<file path="src/rtl/lsu_pkg.sv">
// Shared types and helpers for the load/store sequencer: FSM states, access-size
// encodings and the byte-count / lane-crossing checks.
package lsu_pkg;

  typedef enum logic [2:0] {
    StIdle,
    StReq0,
    StWait0,
    StReq1,
    StWait1,
    StResp
  } state_e;

  localparam logic [1:0] SizeB = 2'd0;
  localparam logic [1:0] SizeH = 2'd1;
  localparam logic [1:0] SizeW = 2'd2;
  localparam logic [1:0] SizeD = 2'd3;

  // Widest access in bytes; the 2*NB-bit mask span must hold this many ones.
  localparam int unsigned MaxBytes = 8;

  function automatic int unsigned size_bytes(input logic [1:0] size);
    return 32'd1 << size;
  endfunction

  // Error when the access is wider than the bus, or it spills past the last lane
  // and splitting is disabled.
  function automatic logic access_err(input logic [1:0] size, input logic [3:0] lane,
                                      input int unsigned nb, input logic misalign);
    int unsigned bytes;
    bytes = size_bytes(size);
    return (bytes > nb) || (!misalign && ((32'(lane) + bytes) > nb));
  endfunction

endpackage

</file>
<file path="src/rtl/lsu_align.sv">
// Combinational lane alignment: byte-mask generation, store data shift across two
// beats, and load extract with sign/zero extension.
module lsu_align
  import lsu_pkg::*;
#(
  parameter int unsigned DATA_W = 32,
  localparam int unsigned NB = DATA_W / 8,
  localparam int unsigned LB = $clog2(NB)
) (
  input  logic [LB-1:0]     lane,
  input  logic [1:0]        size,
  input  logic              is_signed,
  input  logic [DATA_W-1:0] wr_data,
  input  logic [DATA_W-1:0] rd_lo,
  input  logic [DATA_W-1:0] rd_hi,
  output logic [NB-1:0]     mask0,
  output logic [NB-1:0]     mask1,
  output logic [DATA_W-1:0] data0,
  output logic [DATA_W-1:0] data1,
  output logic [DATA_W-1:0] rd_data
);

  logic [2*NB-1:0]     mask_full;
  logic [2*DATA_W-1:0] st_full;
  logic [2*DATA_W-1:0] ld_full;
  logic [DATA_W-1:0]   ld_ext;
  logic                sbit;
  int unsigned         nbytes;

  always_comb begin
    nbytes    = size_bytes(size);
    mask_full = (2*NB)'(((32'd1 << nbytes) - 32'd1) << lane);
    st_full   = {{DATA_W{1'b0}}, wr_data} << {lane, 3'b000};
    ld_full   = {rd_hi, rd_lo} >> {lane, 3'b000};
    ld_ext    = ld_full[DATA_W-1:0];

    unique case (size)
      SizeB:   sbit = ld_ext[7];
      SizeH:   sbit = ld_ext[15];
      SizeW:   sbit = ld_ext[31];
      default: sbit = ld_ext[DATA_W-1];
    endcase

    rd_data = ld_ext;
    for (int unsigned i = 0; i < NB; i++) begin
      if (i >= nbytes) rd_data[8*i +: 8] = {8{is_signed & sbit}};
    end
  end

  assign mask0 = mask_full[NB-1:0];
  assign mask1 = mask_full[2*NB-1:NB];
  assign data0 = st_full[DATA_W-1:0];
  assign data1 = st_full[2*DATA_W-1:DATA_W];

endmodule

</file>
<file path="src/rtl/lsu_seq.sv">
// Load/store sequencer: accepts one core access, issues one or two dmem beats
// (splitting lane-crossing accesses), and returns an extended load result.
module lsu_seq
  import lsu_pkg::*;
#(
  parameter int unsigned DATA_W   = 32,
  parameter int unsigned ADDR_W   = 32,
  parameter int unsigned MISALIGN = 1,
  localparam int unsigned NB = DATA_W / 8,
  localparam int unsigned LB = $clog2(NB)
) (
  input  logic                 i_clk,
  input  logic                 i_rst_n,
  input  logic                 i_req_valid,
  output logic                 o_req_ready,
  input  logic [ADDR_W-1:0]    i_base,
  input  logic [ADDR_W-1:0]    i_offset,
  input  logic [1:0]           i_size,
  input  logic                 i_signed,
  input  logic                 i_is_store,
  input  logic [DATA_W-1:0]    i_wr_data,
  output logic                 o_resp_valid,
  output logic [DATA_W-1:0]    o_rd_data,
  output logic                 o_err,
  output logic                 o_mem_valid,
  input  logic                 i_mem_ready,
  output logic [ADDR_W-LB-1:0] o_mem_addr,
  output logic                 o_mem_we,
  output logic [NB-1:0]        o_mem_mask,
  output logic [DATA_W-1:0]    o_mem_wr_data,
  input  logic                 i_mem_rd_valid,
  input  logic [DATA_W-1:0]    i_mem_rd_data
);

  state_e              state_q, state_d;
  logic [ADDR_W-LB-1:0] word_q, word_d;
  logic [LB-1:0]       lane_q, lane_d;
  logic [1:0]          size_q, size_d;
  logic                signed_q, signed_d;
  logic                store_q, store_d;
  logic                err_q, err_d;
  logic [DATA_W-1:0]   wdata_q, wdata_d;
  logic [DATA_W-1:0]   rd0_q, rd0_d;
  logic [DATA_W-1:0]   rd1_q, rd1_d;

  logic [ADDR_W-1:0]   addr;
  logic [NB-1:0]       mask0, mask1;
  logic [DATA_W-1:0]   data0, data1, ld_data;
  logic                need_beat1;

  assign addr       = i_base + i_offset;
  assign need_beat1 = |mask1;

  lsu_align #(
    .DATA_W(DATA_W)
  ) u_align (
    .lane     (lane_q),
    .size     (size_q),
    .is_signed(signed_q),
    .wr_data  (wdata_q),
    .rd_lo    (rd0_q),
    .rd_hi    (rd1_q),
    .mask0    (mask0),
    .mask1    (mask1),
    .data0    (data0),
    .data1    (data1),
    .rd_data  (ld_data)
  );

  always_comb begin
    state_d       = state_q;
    word_d        = word_q;
    lane_d        = lane_q;
    size_d        = size_q;
    signed_d      = signed_q;
    store_d       = store_q;
    err_d         = err_q;
    wdata_d       = wdata_q;
    rd0_d         = rd0_q;
    rd1_d         = rd1_q;
    o_req_ready   = 1'b0;
    o_resp_valid  = 1'b0;
    o_rd_data     = '0;
    o_err         = 1'b0;
    o_mem_valid   = 1'b0;
    o_mem_addr    = '0;
    o_mem_we      = 1'b0;
    o_mem_mask    = '0;
    o_mem_wr_data = '0;

    unique case (state_q)
      StIdle: begin
        o_req_ready = 1'b1;
        if (i_req_valid) begin
          word_d   = addr[ADDR_W-1:LB];
          lane_d   = addr[LB-1:0];
          size_d   = i_size;
          signed_d = i_signed;
          store_d  = i_is_store;
          wdata_d  = i_wr_data;
          rd0_d    = '0;
          rd1_d    = '0;
          err_d    = access_err(i_size, 4'(addr[LB-1:0]), NB, MISALIGN != 0);
          state_d  = err_d ? StResp : StReq0;
        end
      end
      StReq0: begin
        o_mem_valid   = 1'b1;
        o_mem_addr    = word_q;
        o_mem_we      = store_q;
        o_mem_mask    = mask0;
        o_mem_wr_data = data0;
        if (i_mem_ready) begin
          if (!store_q)        state_d = StWait0;
          else if (need_beat1) state_d = StReq1;
          else                 state_d = StResp;
        end
      end
      StWait0: begin
        if (i_mem_rd_valid) begin
          rd0_d   = i_mem_rd_data;
          state_d = need_beat1 ? StReq1 : StResp;
        end
      end
      StReq1: begin
        o_mem_valid   = 1'b1;
        o_mem_addr    = word_q + (ADDR_W-LB)'(1);
        o_mem_we      = store_q;
        o_mem_mask    = mask1;
        o_mem_wr_data = data1;
        if (i_mem_ready) state_d = store_q ? StResp : StWait1;
      end
      StWait1: begin
        if (i_mem_rd_valid) begin
          rd1_d   = i_mem_rd_data;
          state_d = StResp;
        end
      end
      StResp: begin
        o_resp_valid = 1'b1;
        o_err        = err_q;
        o_rd_data    = (err_q || store_q) ? '0 : ld_data;
        state_d      = StIdle;
      end
      default: state_d = StIdle;
    endcase
  end

  always_ff @(posedge i_clk or negedge i_rst_n) begin
    if (!i_rst_n) begin
      state_q  <= StIdle;
      word_q   <= '0;
      lane_q   <= '0;
      size_q   <= '0;
      signed_q <= 1'b0;
      store_q  <= 1'b0;
      err_q    <= 1'b0;
      wdata_q  <= '0;
      rd0_q    <= '0;
      rd1_q    <= '0;
    end else begin
      state_q  <= state_d;
      word_q   <= word_d;
      lane_q   <= lane_d;
      size_q   <= size_d;
      signed_q <= signed_d;
      store_q  <= store_d;
      err_q    <= err_d;
      wdata_q  <= wdata_d;
      rd0_q    <= rd0_d;
      rd1_q    <= rd1_d;
    end
  end

endmodule

</file>
<file path="config.mk">
export PLATFORM = sky130hd
export DESIGN_NAME = lsu_seq
export DESIGN_NICKNAME = d
export VERILOG_FILES = /design/src/rtl/lsu_pkg.sv /design/src/rtl/lsu_align.sv /design/src/rtl/lsu_seq.sv
export SDC_FILE = /design/constraint.sdc
export NUM_CORES = 1
export LEC_CHECK = 0
export BUFFER_PORTS_ARGS = -buffer_cell sky130_fd_sc_hd__buf_2
export CAP_MARGIN = 0
export CORE_MARGIN = 1
export CORE_UTILIZATION = 55
export CTS_CLUSTER_DIAMETER = 150
export DETAILED_ROUTE_END_ITERATION = 7
export PLACE_DENSITY = 0.95
export SLEW_MARGIN = 20
export SYNTH_ARGS = -nofsm -noshare
export SYNTH_HDL_FRONTEND = slang
export SYNTH_SLANG_ARGS = --single-unit
</file>
<file path="constraint.sdc">
create_clock -name i_clk -period 5.75 [get_ports i_clk]
set_input_delay 0.2875 -clock i_clk [delete_from_list [all_inputs] [get_ports i_clk]]
set_output_delay 0.2875 -clock i_clk [all_outputs]
set_load 0.05 [all_outputs]
</file>
======== Word level (Yosys, flattened, before mapping) ========
Index checks and enable logic that the tools add are counted.
cells by class
  shifts and indexed selects .............. 6
  bitwise logic cells ..................... 1
  muxes and demuxes ....................... 29
  reductions and logical operators ........ 11
  equal/unequal tests ..................... 11
  add/sub/neg operators ................... 3
  order comparisons ....................... 5
operators with widths
  operator                 count
  $pmux W32 S2             3
  $mux W32                 4
  $ge A1 B32 Y1 const A    2
  $ge A2 B32 Y1 const A    2
  $shl A1 B2 Y32 const A   2
  $shl A32 B5 Y64          1
  $shr A64 B5 Y32          1
  $pmux W30 S2             1
  $add A32 B32 Y32         1
  $gt A32 B3 Y1 const B    1
  $mux W8                  4
  $shl A1 B32 Y32 const A  1
  $shl A32 B2 Y8           1
  $sub A32 B1 Y32 const B  1
  $add A30 B1 Y30 const B  1
  $mux W3                  8
  $pmux W3 S5              1
  $ne A2 B2 Y1 const B     5
  $pmux W4 S2              1
  $eq A3 B2 Y1 const B     2
  $eq A3 B3 Y1 const B     2
  $mux W1                  6
  $reduce_and A3 Y1        2
  $reduce_and A5 Y1        1
  11 further kinds         12
storage, ports and cells
  input port bits ......................... 137
  register bits after elaboration ......... 136

======== Longest topological paths before layout ========
Gate-level depths: netlist (run 1).
  depth after elaboration ................. 9
  depth in mapped cells ................... 11
  depth with buffers taken out ............ 11

======== By module ========
Synthesis (run 1) repeated with hierarchy kept, for this count alone.
second synthesis, totals
  cell total of the unflattened synthesis .. 1309
  area, all modules ....................... 10513.8 µm²
modules (own cells, without submodules)
  module     sequential area each (µm²)  cells each  instances  area an instance (µm²)
  lsu_seq    3403.3                      1066        1          8459.4
  lsu_align  0.0                         243         1          2054.5

======== Least setup slack after synthesis (run 1) ========
OpenSTA, ideal clock, no wires.
  path kind ............................... register to output
  start ................................... register lane_q[0]
  end ..................................... output o_mem_mask[2]
  cell stages (with the launch flop) ...... 6
  buffers on the path ..................... 3
  arrival ................................. 3.799 ns
  setup slack ............................. 1.663 ns
  data required time ...................... 5.463 ns
  path through ............................ dfrtp_1 -> buf_2 -> buf_1 -> buf_1 -> nor2_1 -> a2111oi_0
on the way
  word-level cells in the longest chain between the ends .. 2
ends and longest elaborated chain
  element                 RTL line         text
  from (decl)             lsu_seq.sv:37    logic [LB-1:0] lane_q, lane_d;
  from (signal assigned)  lsu_seq.sv:164   lane_q <= lane_d;
  $shl A32 B2 Y8          lsu_align.sv:32  mask_full = (2*NB)'(((32'd1 << nbytes) - 32'd1) << lane);
  $pmux W4 S2             lsu_seq.sv:91    unique case (state_q)
  to (decl)               lsu_seq.sv:29    output logic [NB-1:0] o_mem_mask,
No other way between the ends.

======== Worst setup path after layout (run 1) ========
  start ................................... register state_q[1]
  end ..................................... output o_mem_wr_data[4]
on the way
  word-level cells in the longest chain between the ends .. 2
ends and longest elaborated chain
  element                                              RTL line        text
  from (decl)                                          lsu_seq.sv:35   state_e state_q, state_d;
  from (signal assigned)                               lsu_seq.sv:151  state_q <= StIdle;
  from (signal assigned)                               lsu_seq.sv:162  state_q <= state_d;
  $eq A3 B2 Y1 / $eq A3 B1 Y1 (equally long branches)  lsu_seq.sv:91
  $pmux W32 S2 (*)                                     lsu_seq.sv:91
  to (decl)                                            lsu_seq.sv:30   output logic [DATA_W-1:0] o_mem_wr_data,
Mark *: on every way between the ends. The rest lies on a longest branch, timed or not.

==> results by group, run 1 <==
Logic synthesis
  • Synthesized area per cell: 8.012 sq um
  • Most used flip-flop cell after synthesis: dfrtp_1
  • Distinct cells, synth: 64
  • Syn nets: between 1000 and 1500
  • Register area share after synthesis: 34.67%
  • Flops & latches, synth: 128
  • Post-synthesis cell area: ~9200 sq um
  • YS warnings: 0
  • EDFF count, synth: 0
  • Gate Count Post-Synth: 1153
  • Synth async-reset ratio: 100.0%

Timing
  • Crit share post-route: a little under two thirds
  • Pins Over Slew Limit: 0
  • Min cycle time layout: 3.643 ns
  • Setup TNS: 0 ns
  • WHS: roughly 0.06 ns
  • Achievable Freq: 274.5 MHz
  • RSZ-0062 raised after global routing: false
  • Slew Limit Headroom: just under 30%
  • Setup Viol. Count Final: 0
  • Final hold violations: 0
  • Slew @ Worst Pin: 1.053 ns
  • Final Skew: 0.009314 ns

Power and ir drop
  • Clock share of power: between 10% and 20%
  • Maximum VDD drop: 0.3280 mV
  • Internal power: 2.783 mW
  • Leakage power: 5.437 nW
  • Cell Pwr Density: around 500 nW/um^2
  • Combinational fraction of design power: 50.2%
  • Sw Share: ~50%
  • Sw power: 2.769 mW
  • Flop pwr share: 31.2%

Cells and area
  • Commonest non-fill, non-tap cells in the layout: nand2_1, buf_2, dfrtp_1
  • Nets: 1517
  • Commonest non-fill, non-tap cell in the layout: nand2_1
  • Layout cell share with drive strength beyond 1: 23.84%
  • Syn-to-layout area delta: 20.03%

Hold path
  • Hold endpoint: wdata_q[31]
  • Min-delay worst type: in -> reg
  • WHS Path Cells: 3
  • Worst hold start: i_wr_data[31]

Clocking
  • Num CTS Buffers: 17
  • TritonCTS clock tree: built
  • Hold buffer count at CTS: 1
  • Setup Fix Bufs, Post-CTS: 0
  • Clk sinks: 128
  • Clock Latency Late Sink: 0.42 ns
  • Post_cts resized: 0
  • CTS Root Cell: clkbuf_16
  • Htree depth: 4
  • Clock buffer depth: 2
  • Register clock-pin slew on the reported worst setup and hold paths: 0.05 ns

Die
  • Die area: 17320 sq um
  • Die Width: 131.6 um
  • Die height: approximately 130 um
  • Core ar.: 16470 sq um
  • Num rows: 47
  • Io pins: 240
  • Starting density of the core: a little under three fifths

Drt
  • Routed vias: around 9600
  • DR pass1 iterations: 5
  • Initial drt markers: 1020
  • Final ANT Viol Nets: 0
  • Vias/cell: between 6 and 7
  • Routed WL: 26830 um
  • DR WL/cell: 16.95 um
  • Detailed-route DRC error count: 0

Global route
  • Global Route Usage Sum: 31.76%
  • Global-route wire length before repair: 44080 um
  • Largest net degree at the start of global routing: 101
  • Initial antenna violation count: 4
  • Vias in the first global route: a little over 9000
  • Grt ovf: 0

Worst setup path
  • CP Data Required Time: 5.46 ns
  • R2r setup slk: 2.64 ns
  • RR Startpoint: state_q[1]
  • Critical Path AT: 3.36 ns
  • Reg2reg end: rd0_q[6]
  • CP startpoint kind: register
  • Reg2reg path depth: 6
  • CP max FO: 21
  • CP Class: reg -> out
  • CP endpoint kind: output port

Placed design
  • GPL Wtd Cong: 0.9222
  • DP HPWL: about 19000 um
  • PortBufs: 239

Run status
  • Status: finished, final reports clean

Run
  • Max Cap Viol: 0
## per-stage QoR
stage               power (mW)  area, sq um  std cells  worst slack (ns)  util, %
floorplan                3.737         9238       1153             1.663        -
global placement         4.333        10510       1547             2.710    63.83
detailed placement       4.441        10510       1547             2.619    63.83
CTS                      5.506        11080       1579             2.111    67.28
global route             5.868        11090       1583             1.950    67.34
finish                   5.551        11090       1583             2.107    67.34
## critical path, cell delays in order, from the launching register on
cell and delay [ns]:
dfrtp_1 0.67, nor2_1 0.64, nand2_1 0.45, nor2_1 0.60, nand2_1 0.11, o21ai_0 0.15
buf_2 0.33
## area by class of cell
type	count	area, sq um
antenna	4	10.01
clock buffer	25	475.5
clock inverter	6	82.58
fill	1270	5378
inverter	33	123.9
multi-input combinational	921	5655
sequential	128	3208
tap	220	275.3
timing repair buffer	246	1257
## how the worst max path moves through the flow
stage,start,end,slack [ns],cells after the start
4_1_cts,lane_q[0],o_rd_data[15],2.11,6
5_1_grt,lane_q[0],o_rd_data[15],1.95,7
3_5_place_dp,lane_q[0],o_rd_data[15],2.62,6
2_1_floorplan,lane_q[0],o_mem_mask[2],1.66,5
6_report,state_q[1],o_mem_wr_data[4],2.11,6
3_3_place_gp,lane_q[0],o_rd_data[9],2.71,6
## synthesized netlist by cell type (8+ instances only)
cell type / number / area share [%]
xor2_1: 31 / 2.9
mux2i_1: 25 / 2.7
a21oi_1: 67 / 3.6
nand4_1: 8 / 0.54
nand2_1: 335 / 14
or3_1: 8 / 0.54
xnor2_1: 18 / 1.7
and3_1: 30 / 2.0
nor2_1: 67 / 2.7
inv_1: 32 / 1.3
o22ai_1: 11 / 0.74
clkbuf_1: 54 / 2.2
o21ai_0: 114 / 6.2
ha_1: 32 / 4.3
o21a_1: 11 / 0.89
nand3_1: 23 / 1.2
dfrtp_1: 128 / 35
a21o_1: 19 / 1.5
buf_1: 8 / 0.33
buf_2: 8 / 0.43
mux4_2: 30 / 7.3
## power groups by stage
stage	logic, mW	clock network, mW	registers (mW)
global route	3.00	1.09	1.78
CTS	2.75	1.05	1.71
global placement	2.64	0	1.69
finish	2.78	1.04	1.73
floorplan	2.27	0	1.47
detailed placement	2.72	0	1.72
## flip-flops by register name (all words and copies together) (netlist names)
| name | flops |
|---|---|
| rd0_q | 32 |
| wdata_q | 32 |
| word_q | 30 |
| rd1_q | 24 |
| state_q | 3 |
| lane_q | 2 |
| size_q | 2 |
| err_q | 1 |
| signed_q | 1 |
| store_q | 1 |
## kinds of logic after synthesis
logic type,Yosys count,share of synthesized area (%)
AOI/OAI and AO/OA,273,17.73
xor gates and xnor gates,49,4.646
adders and majority gates,33,4.551
buffers and inverters,104,4.416
DFF,128,34.67
muxes,61,10.75
and+or+nand+nor,505,23.23
## layer usage
metal | up-vias | track usage [%] | routed length [um] | part of all wire, %
li1 | 4387 | - | - | -
met1 | 4465 | 41.01 | 10700 | 40
met2 | 636 | 51.21 | 12920 | 48
met3 | 92 | 6.173 | 2377 | 8.9
met4 | 0 | 15.37 | 830 | 3.1
met5 | - | 0 | 0 | 0
(Power assumes the default switching activity.)
==> run 2: changes to the inputs <==
- CORE_UTILIZATION: 55 -> 49
- PLACE_DENSITY: 0.95 -> 0.9
- clock period: 5.75 -> 3.03 ns (I/O delays scaled with it)
==> run 2 against run 1 <==
  * Via count increased by 3.0%
  * Count of clock-buffer cells in the layout decreased by 7
  * Clock skew about the same
  * Highest routed layer unchanged
  * Cell area increased by 8.2%
  * First-iteration DRC count decreased by 34%
  * Flip-flop and latch count unchanged
  * Non-clock buffer count increased by 82
  * Largest cell class unchanged
  * Sequential share of layout area decreased by 2.2 points
  * Clock power increased by 120%
  * Combinational power increased by 100%
  * Critical endpoint is now o_mem_addr[27]
==> results by group, run 2 (synthesis results as in run 1) <==
Drt
  • Initial drt markers: 674 (was 1020)
  • DR pass1 iterations: 5 (unchanged)
  • Routed WL: 29070 um (was 26830 um)
  • Routed vias: 9864 (was 9580)
  • Detailed-route DRC error count: 0 (unchanged)
  • Vias/cell: 5.892 (was 6.052)
  • Final ANT Viol Nets: 0 (unchanged)
  • DR WL/cell: 17.37 um (was 16.95 um)

Power and ir drop
  • Maximum VDD drop: 0.4156 mV (was 0.3280 mV)
  • Sw Share: 48.55% (was 49.88%)
  • Internal power: 5.698 mW (was 2.783 mW)
  • Flop pwr share: 28.4% (was 31.2%)
  • Combinational fraction of design power: 51.1% (was 50.2%)
  • Cell Pwr Density: 923.5 nW/um^2 (was 500.7 nW/um^2)
  • Clock share of power: 20.5% (was 18.7%)
  • Leakage power: 5.843 nW (was 5.437 nW)
  • Total power: 11.07 mW (was 5.551 mW)
  • Sw power: 5.377 mW (was 2.769 mW)

Placed design
  • DP HPWL: 19430 um (was 18850 um)
  • Number of cells after detailed placement: 1576 (was 1547)
  • Dpl cell area: 10690 sq um (was 10510 sq um)
  • GPL Wtd Cong: 0.9298 (was 0.9222)
  • PortBufs: 239 (unchanged)
  • Pre-CTS WS: 0.2377 ns (was 2.619 ns)

Worst setup path
  • Critical Path AT: 2.80 ns (was 3.36 ns)
  • Reg2reg path depth: 7 (was 6)
  • CP Class: reg -> out (unchanged)
  • Worst-path cell chain: and4_4 -> nand2_1 -> or2_4 -> or3_4 -> nor3_4 -> nand3_1 -> xor2_1 -> nor2_1 -> buf_2 (was nor2_1 -> nand2_1 -> nor2_1 -> nand2_1 -> o21ai_0 -> buf_2)
  • CP max FO: 5 (was 21)
  • CP endpoint kind: output port (unchanged)
  • Critical-path top delay cell: or3_4 (was dfrtp_1)
  • Critical path buffer and inverter count: 1 (unchanged)
  • Crit path depth: 9 (was 6)
  • Slowest Stage Delay on Critical Path: 0.42 ns (was 0.67 ns)
  • CP startpoint kind: register (unchanged)
  • CP top delay family: simple AND/OR/NAND/NOR gates (unchanged)
  • CP Data Required Time: 2.88 ns (was 5.46 ns)

Die
  • Die height: 139.3 um (was 131.6 um)
  • Starting density of the core: 50.73% (was 56.10%)
  • Die area: 19410 sq um (was 17320 sq um)
  • Io pins: 240 (unchanged)
  • Die Width: 139.3 um (was 131.6 um)
  • Num rows: 49 (was 47)
  • Core ar.: 18210 sq um (was 16470 sq um)

Run
  • Max Cap Viol: 0 (unchanged)

Timing
  • Setup Viol. Count Final: 0 (unchanged)
  • Slew @ Worst Pin: 0.9724 ns (was 1.053 ns)
  • Pins Over Slew Limit: 0 (unchanged)
  • Final worst slack: 0.08187 ns (was 2.107 ns)
  • Final Skew: 0.009192 ns (was 0.009314 ns)
  • Slew Limit Headroom: 35.03% (was 29.78%)
  • Achievable Freq: ~340 MHz
  • WHS: 0.02277 ns (was 0.05963 ns)
  • Min cycle time layout: 2.948 ns
  • Crit share post-route: about 97%
  • Setup TNS: 0 ns (unchanged)
  • Final hold violations: 0 (unchanged)

Hold path
  • Min-delay worst type: in -> reg (unchanged)
  • WHS Path Cells: 3 (unchanged)

Cells and area
  • Nets: 1599 (was 1517)
  • Commonest non-fill, non-tap cells in the layout: nand2_1, buf_2, dfrtp_1 (unchanged)
  • Layout cell share with drive strength beyond 1: 24.62% (was 23.84%)
  • Top flop regs: rd0_q x32, wdata_q x32, word_q x30 (unchanged)
  • Register area: 3208 sq um (unchanged)
  • Syn-to-layout area delta: 29.83% (was 20.03%)
  • Layout fillers: 1394 (was 1270)
  • Non-Filler Instances: 1674 (was 1583)
  • Post-route cell area: 11990 sq um (was 11090 sq um)
  • Area occupied by multi-input gates: 5670 sq um (was 5655 sq um)
  • Core Util, Final: 65.86% (was 67.34%)
  • Commonest non-fill, non-tap cell in the layout: nand2_1 (unchanged)

Global route
  • Initial antenna violation count: 2 (was 4)
  • Largest net degree at the start of global routing: 113 (was 101)
  • Grt ovf: 0 (unchanged)
  • Vias in the first global route: 9646 (was 9167)
  • Global-route wire length before repair: 47270 um (was 44080 um)
  • Global Route Usage Sum: 30.36% (was 31.76%)

Clocking
  • TritonCTS clock tree: built (unchanged)
  • Num CTS Buffers: 17 (unchanged)
  • Setup Fix Bufs, Post-CTS: 0 (unchanged)
  • Register clock-pin slew on the reported worst setup and hold paths: 0.06 ns (was 0.05 ns)
  • Htree depth: 4 (unchanged)
  • Clock buffer depth: 2 (unchanged)
  • Clock Latency Late Sink: 0.41 ns (was 0.42 ns)
  • CTS Root Cell: clkbuf_16 (unchanged)
  • Clk sinks: 128 (unchanged)

Run status
  • Status: finished, final reports clean (unchanged)
[run 2: path summary, 6_finish.rpt]
check | start | endpoint | slack [ns]
worst max-delay path | word_q[0] | o_mem_addr[27] | 0.08
min in group asynchronous | i_rst_n | rd0_q[14] | 0.41
max in group asynchronous | i_rst_n | rd1_q[12] | 1.86
worst max register to register | state_q[1] | rd0_q[11] | 0.52
worst min-delay path | i_mem_rd_data[28] | rd0_q[28] | 0.02
worst min register to register | rd0_q[1] | rd0_q[1] | 0.49
[run 2: layout make-up]
| class | instances | share of cell area [%] |
|---|---|---|
| sequential | 128 | 26.75 |
| tap | 229 | 2.389 |
| antenna | 3 | 0.06260 |
| inverter | 33 | 1.033 |
| clock inverter | 14 | 1.763 |
| multi-input combinational | 921 | 47.28 |
| clock buffer | 18 | 3.662 |
| timing repair buffer | 328 | 17.06 |
[run 2: layer usage]
metal / wire, um / track usage (%) / vias to the layer above
met5: 0 / 0 / -
met2: 14280 / 50.62 / 559
met3: 2340 / 6.091 / 106
met4: 1078 / 14.62 / 0
met1: 11370 / 37.75 / 4638
li1: - / - / 4561
[run 2: timing repair]
item / CTS / global route
hold endpoints to repair: 185 / 0
endpoints found under the setup margin: 0 / 9
resized for setup: 0 / 4
hold buffers: 63 / 0
[run 2: worst min-delay path, stage by stage]
cell and delay (ns):
buf_2 0.10, nand2_1 0.07, o21ai_0 0.07
[run 2: power groups by stage]
stage	Combinational, mW	Clock (mW)	Sequential [mW]
after floorplan	4.32	0	2.79
after global placement	5.33	0	3.07
after detailed placement	5.48	0	3.13
after CTS	5.58	2.29	3.10
after global routing	6.11	2.36	3.23
final	5.66	2.27	3.15
==> run 3: changes to the inputs <==
- BUFFER_PORTS_ARGS: -buffer_cell sky130_fd_sc_hd__buf_2 -> unset
- CORE_UTILIZATION: 49 -> 55
- DONT_BUFFER_PORTS: unset -> 1
- PLACE_DENSITY: 0.9 -> 0.85
==> run 3 against run 2 <==
  * The flow now finishes with violations (negative hold slack)
  * Via count is 4.9% lower
  * Highest routed layer unchanged
  * Sequential share of layout area is 0.53 points higher
  * Clock skew is 0.0015 ns lower
  * Core utilization is 5.6 points higher
  * Global-route usage is 2.5 points higher
  * Critical endpoint is now o_rd_data[24]
==> results by group, run 3 (synthesis results as in run 1) <==
Run status
  • Status: finished, violations left (was finished, final reports clean)
  • Failing checks: negative hold slack

Cells and area
  • Commonest non-fill, non-tap cells in the layout: nand2_1, dfrtp_1, o21ai_0 (was nand2_1, buf_2, dfrtp_1)
  • Layout cell share with drive strength beyond 1: 15.61% (was 24.62%)
  • Non-Filler Instances: 1515 (was 1674)
  • Core Util, Final: 71.44% (was 65.86%)
  • Nets: 1451 (was 1599)
  • Top flop regs: rd0_q x32, wdata_q x32, word_q x30 (unchanged)
  • Commonest non-fill, non-tap cell in the layout: nand2_1 (unchanged)
  • Syn-to-layout area delta: 27.33% (was 29.83%)

Placed design
  • Pre-CTS WS: 0.3787 ns (was 0.2377 ns)
  • PortBufs: 0 (was 239)
  • GPL Wtd Cong: 0.8804 (was 0.9298)
  • DP HPWL: 18630 um (was 19430 um)
  • Number of cells after detailed placement: 1412 (was 1576)

Drt
  • Routed met2 length: 14110 um (was 14280 um)
  • Detailed-route DRC error count: 0 (unchanged)
  • Routed WL: 28320 um (was 29070 um)
  • Routed vias: 9384 (was 9864)
  • DRT met1 WL: 10690 um (was 11370 um)
  • Max Used Layer: met4 (unchanged)
  • DR pass1 iterations: 6 (was 5)
  • Vias/cell: 6.194 (was 5.892)
  • Initial drt markers: 848 (was 674)
  • DR WL/cell: 18.69 um (was 17.37 um)
  • Met3 Wirelength: 2278 um (was 2340 um)
  • Final ANT Viol Nets: 0 (unchanged)

Worst setup path
  • Critical-path top delay cell: dfrtp_4 (was or3_4)
  • Most used cell, CP: a21oi_1
  • CP max FO: 23 (was 5)
  • Reg2reg path depth: 7 (unchanged)
  • Worst-path cell chain: mux2_2 -> a21oi_1 -> o21ai_0 -> a21oi_1 -> or2_2 -> a21oi_1 -> buf_4 (was and4_4 -> nand2_1 -> or2_4 -> or3_4 -> nor3_4 -> nand3_1 -> xor2_1 -> nor2_1 -> buf_2)
  • Critical Path AT: 2.76 ns (was 2.80 ns)
  • CP endpoint kind: output port (unchanged)
  • R2r setup slk: 0.71 ns (was 0.52 ns)
  • RR Startpoint: state_q[1] (unchanged)
  • Slowest Stage Delay on Critical Path: 0.64 ns (was 0.42 ns)
  • CP Data Required Time: 2.88 ns (about the same)
  • CP top delay family: compound AO/OA/AOI/OAI gates (was simple AND/OR/NAND/NOR gates)
  • Reg2reg end: rd0_q[21] (was rd0_q[11])
  • Critical path buffer and inverter count: 1 (unchanged)
  • CP startpoint kind: register (unchanged)
  • CP Class: reg -> out (unchanged)

Timing
  • Slew Limit Headroom: 34.20% (was 35.03%)
  • Slew @ Worst Pin: 0.9834 ns (was 0.9724 ns)
  • Final hold violations: 128 (was 0)
  • Final worst slack: 0.1205 ns (was 0.08187 ns)
  • Achievable Freq: 343.7 MHz (was 339.2 MHz)
  • Crit share post-route: 96.02% (was 97.30%)
  • Min cycle time layout: 2.909 ns (was 2.948 ns)
  • RSZ-0062 raised after global routing: false
  • WHS: -0.5699 ns (was 0.02277 ns)
  • Setup Viol. Count Final: 0 (unchanged)
  • Final Skew: 0.007676 ns (was 0.009192 ns)
  • Pins Over Slew Limit: 0 (unchanged)

Clocking
  • Clock buffer depth: 2 (unchanged)
  • Clk sinks: 128 (unchanged)
  • Setup Fix Bufs, Post-CTS: 0 (unchanged)
  • Num CTS Buffers: 17 (unchanged)
  • Register clock-pin slew on the reported worst setup and hold paths: 0.06 ns (about the same)
  • Hold buffer count at CTS: 70 (was 63)
  • Clock Latency Late Sink: 0.42 ns (was 0.41 ns)
  • TritonCTS clock tree: built (unchanged)
  • CTS Root Cell: clkbuf_16 (unchanged)
  • Htree depth: 4 (unchanged)

Power and ir drop
  • Total power: 11.36 mW (was 11.07 mW)
  • Cell Pwr Density: 965.7 nW/um^2 (was 923.5 nW/um^2)
  • Leakage power: 5.299 nW (was 5.843 nW)
  • Maximum VDD drop: 0.5075 mV (was 0.4156 mV)

Die
  • Die Width: 131.6 um (was 139.3 um)
  • Die area: 17320 sq um (was 19410 sq um)
  • Num rows: 47 (was 49)
  • Starting density of the core: 56.10% (was 50.73%)
  • Io pins: 240 (unchanged)
  • Core ar.: 16470 sq um (was 18210 sq um)
  • Die height: 131.6 um (was 139.3 um)

Global route
  • Global-route wire length before repair: 45350 um (was 47270 um)
  • Initial antenna violation count: 1 (was 2)
  • Largest net degree at the start of global routing: 129 (was 113)
  • Vias in the first global route: 9002 (was 9646)
  • Global Route Usage Sum: 32.88% (was 30.36%)
  • Grt ovf: 0 (unchanged)

Hold path
  • Min-delay worst type: in -> async (was in -> reg)

Run
  • Max Cap Viol: 0 (unchanged)
-- run 3: cell count changes in the layout (fill, tap and decap cells not counted), moves of 7 or more --
cell           previous run  this run
dlygate4sd3_1            63        70
buf_4                    25        86
o21ai_0                 114       106
o21ai_1                   2        10
buf_2                   237         0
buf_12                    1        24
-- run 3: worst max-delay path by stage --
stage	startpoint	end	slack (ns)	cells past startpoint
4_1_cts	lane_q[0]	o_rd_data[11]	0.08	6
6_report	lane_q[0]	o_rd_data[24]	0.12	7
3_3_place_gp	i_base[0]	word_q[28]	0.45	11
5_1_grt	state_q[2]	o_mem_wr_data[19]	0.003	8
3_5_place_dp	i_base[0]	word_q[28]	0.38	11
2_1_floorplan	state_q[0]	o_rd_data[22]	-0.01	8
-- run 3: metal layers --
layer	global-route usage [%]	up-vias
met1	40.71	4415
met2	55.20	600
met5	0	-
met4	16.86	0
met3	5.633	120
li1	-	4249
-- run 3: layout make-up --
class / count / area [sq um]
diodes: 1 / 2.502
clock buffers: 20 / 466.7
clock inverters: 12 / 180.2
fillers: 1199 / 4703
inverters: 33 / 123.9
multi-input cells: 921 / 5678
flip-flops and latches: 128 / 3209
well taps: 220 / 275.3
repair buffers: 180 / 1827
-- run 3: repair_timing --
action                     in CTS  in global routing
resized for setup               0                  3
setup endpoints to repair       0                 13
hold endpoints to repair      224                128
-- run 3: report_power, final --
group | leakage (nW) | internal [mW] | switching (mW)
logic | 3.32 | 2.13 | 3.82
clock network | 0.313 | 1.45 | 0.797
registers | 1.67 | 2.35 | 0.818
total | 5.30 | 5.93 | 5.43
-- run 3: stage by stage --
stage                     instance area [sq um]  TNS (ns)
after global placement                    10410         0
final                                     11760         0
after detailed placement                  10410         0
after global routing                      11760         0
after CTS                                 11750         0
after floorplan                            9244   -0.1155
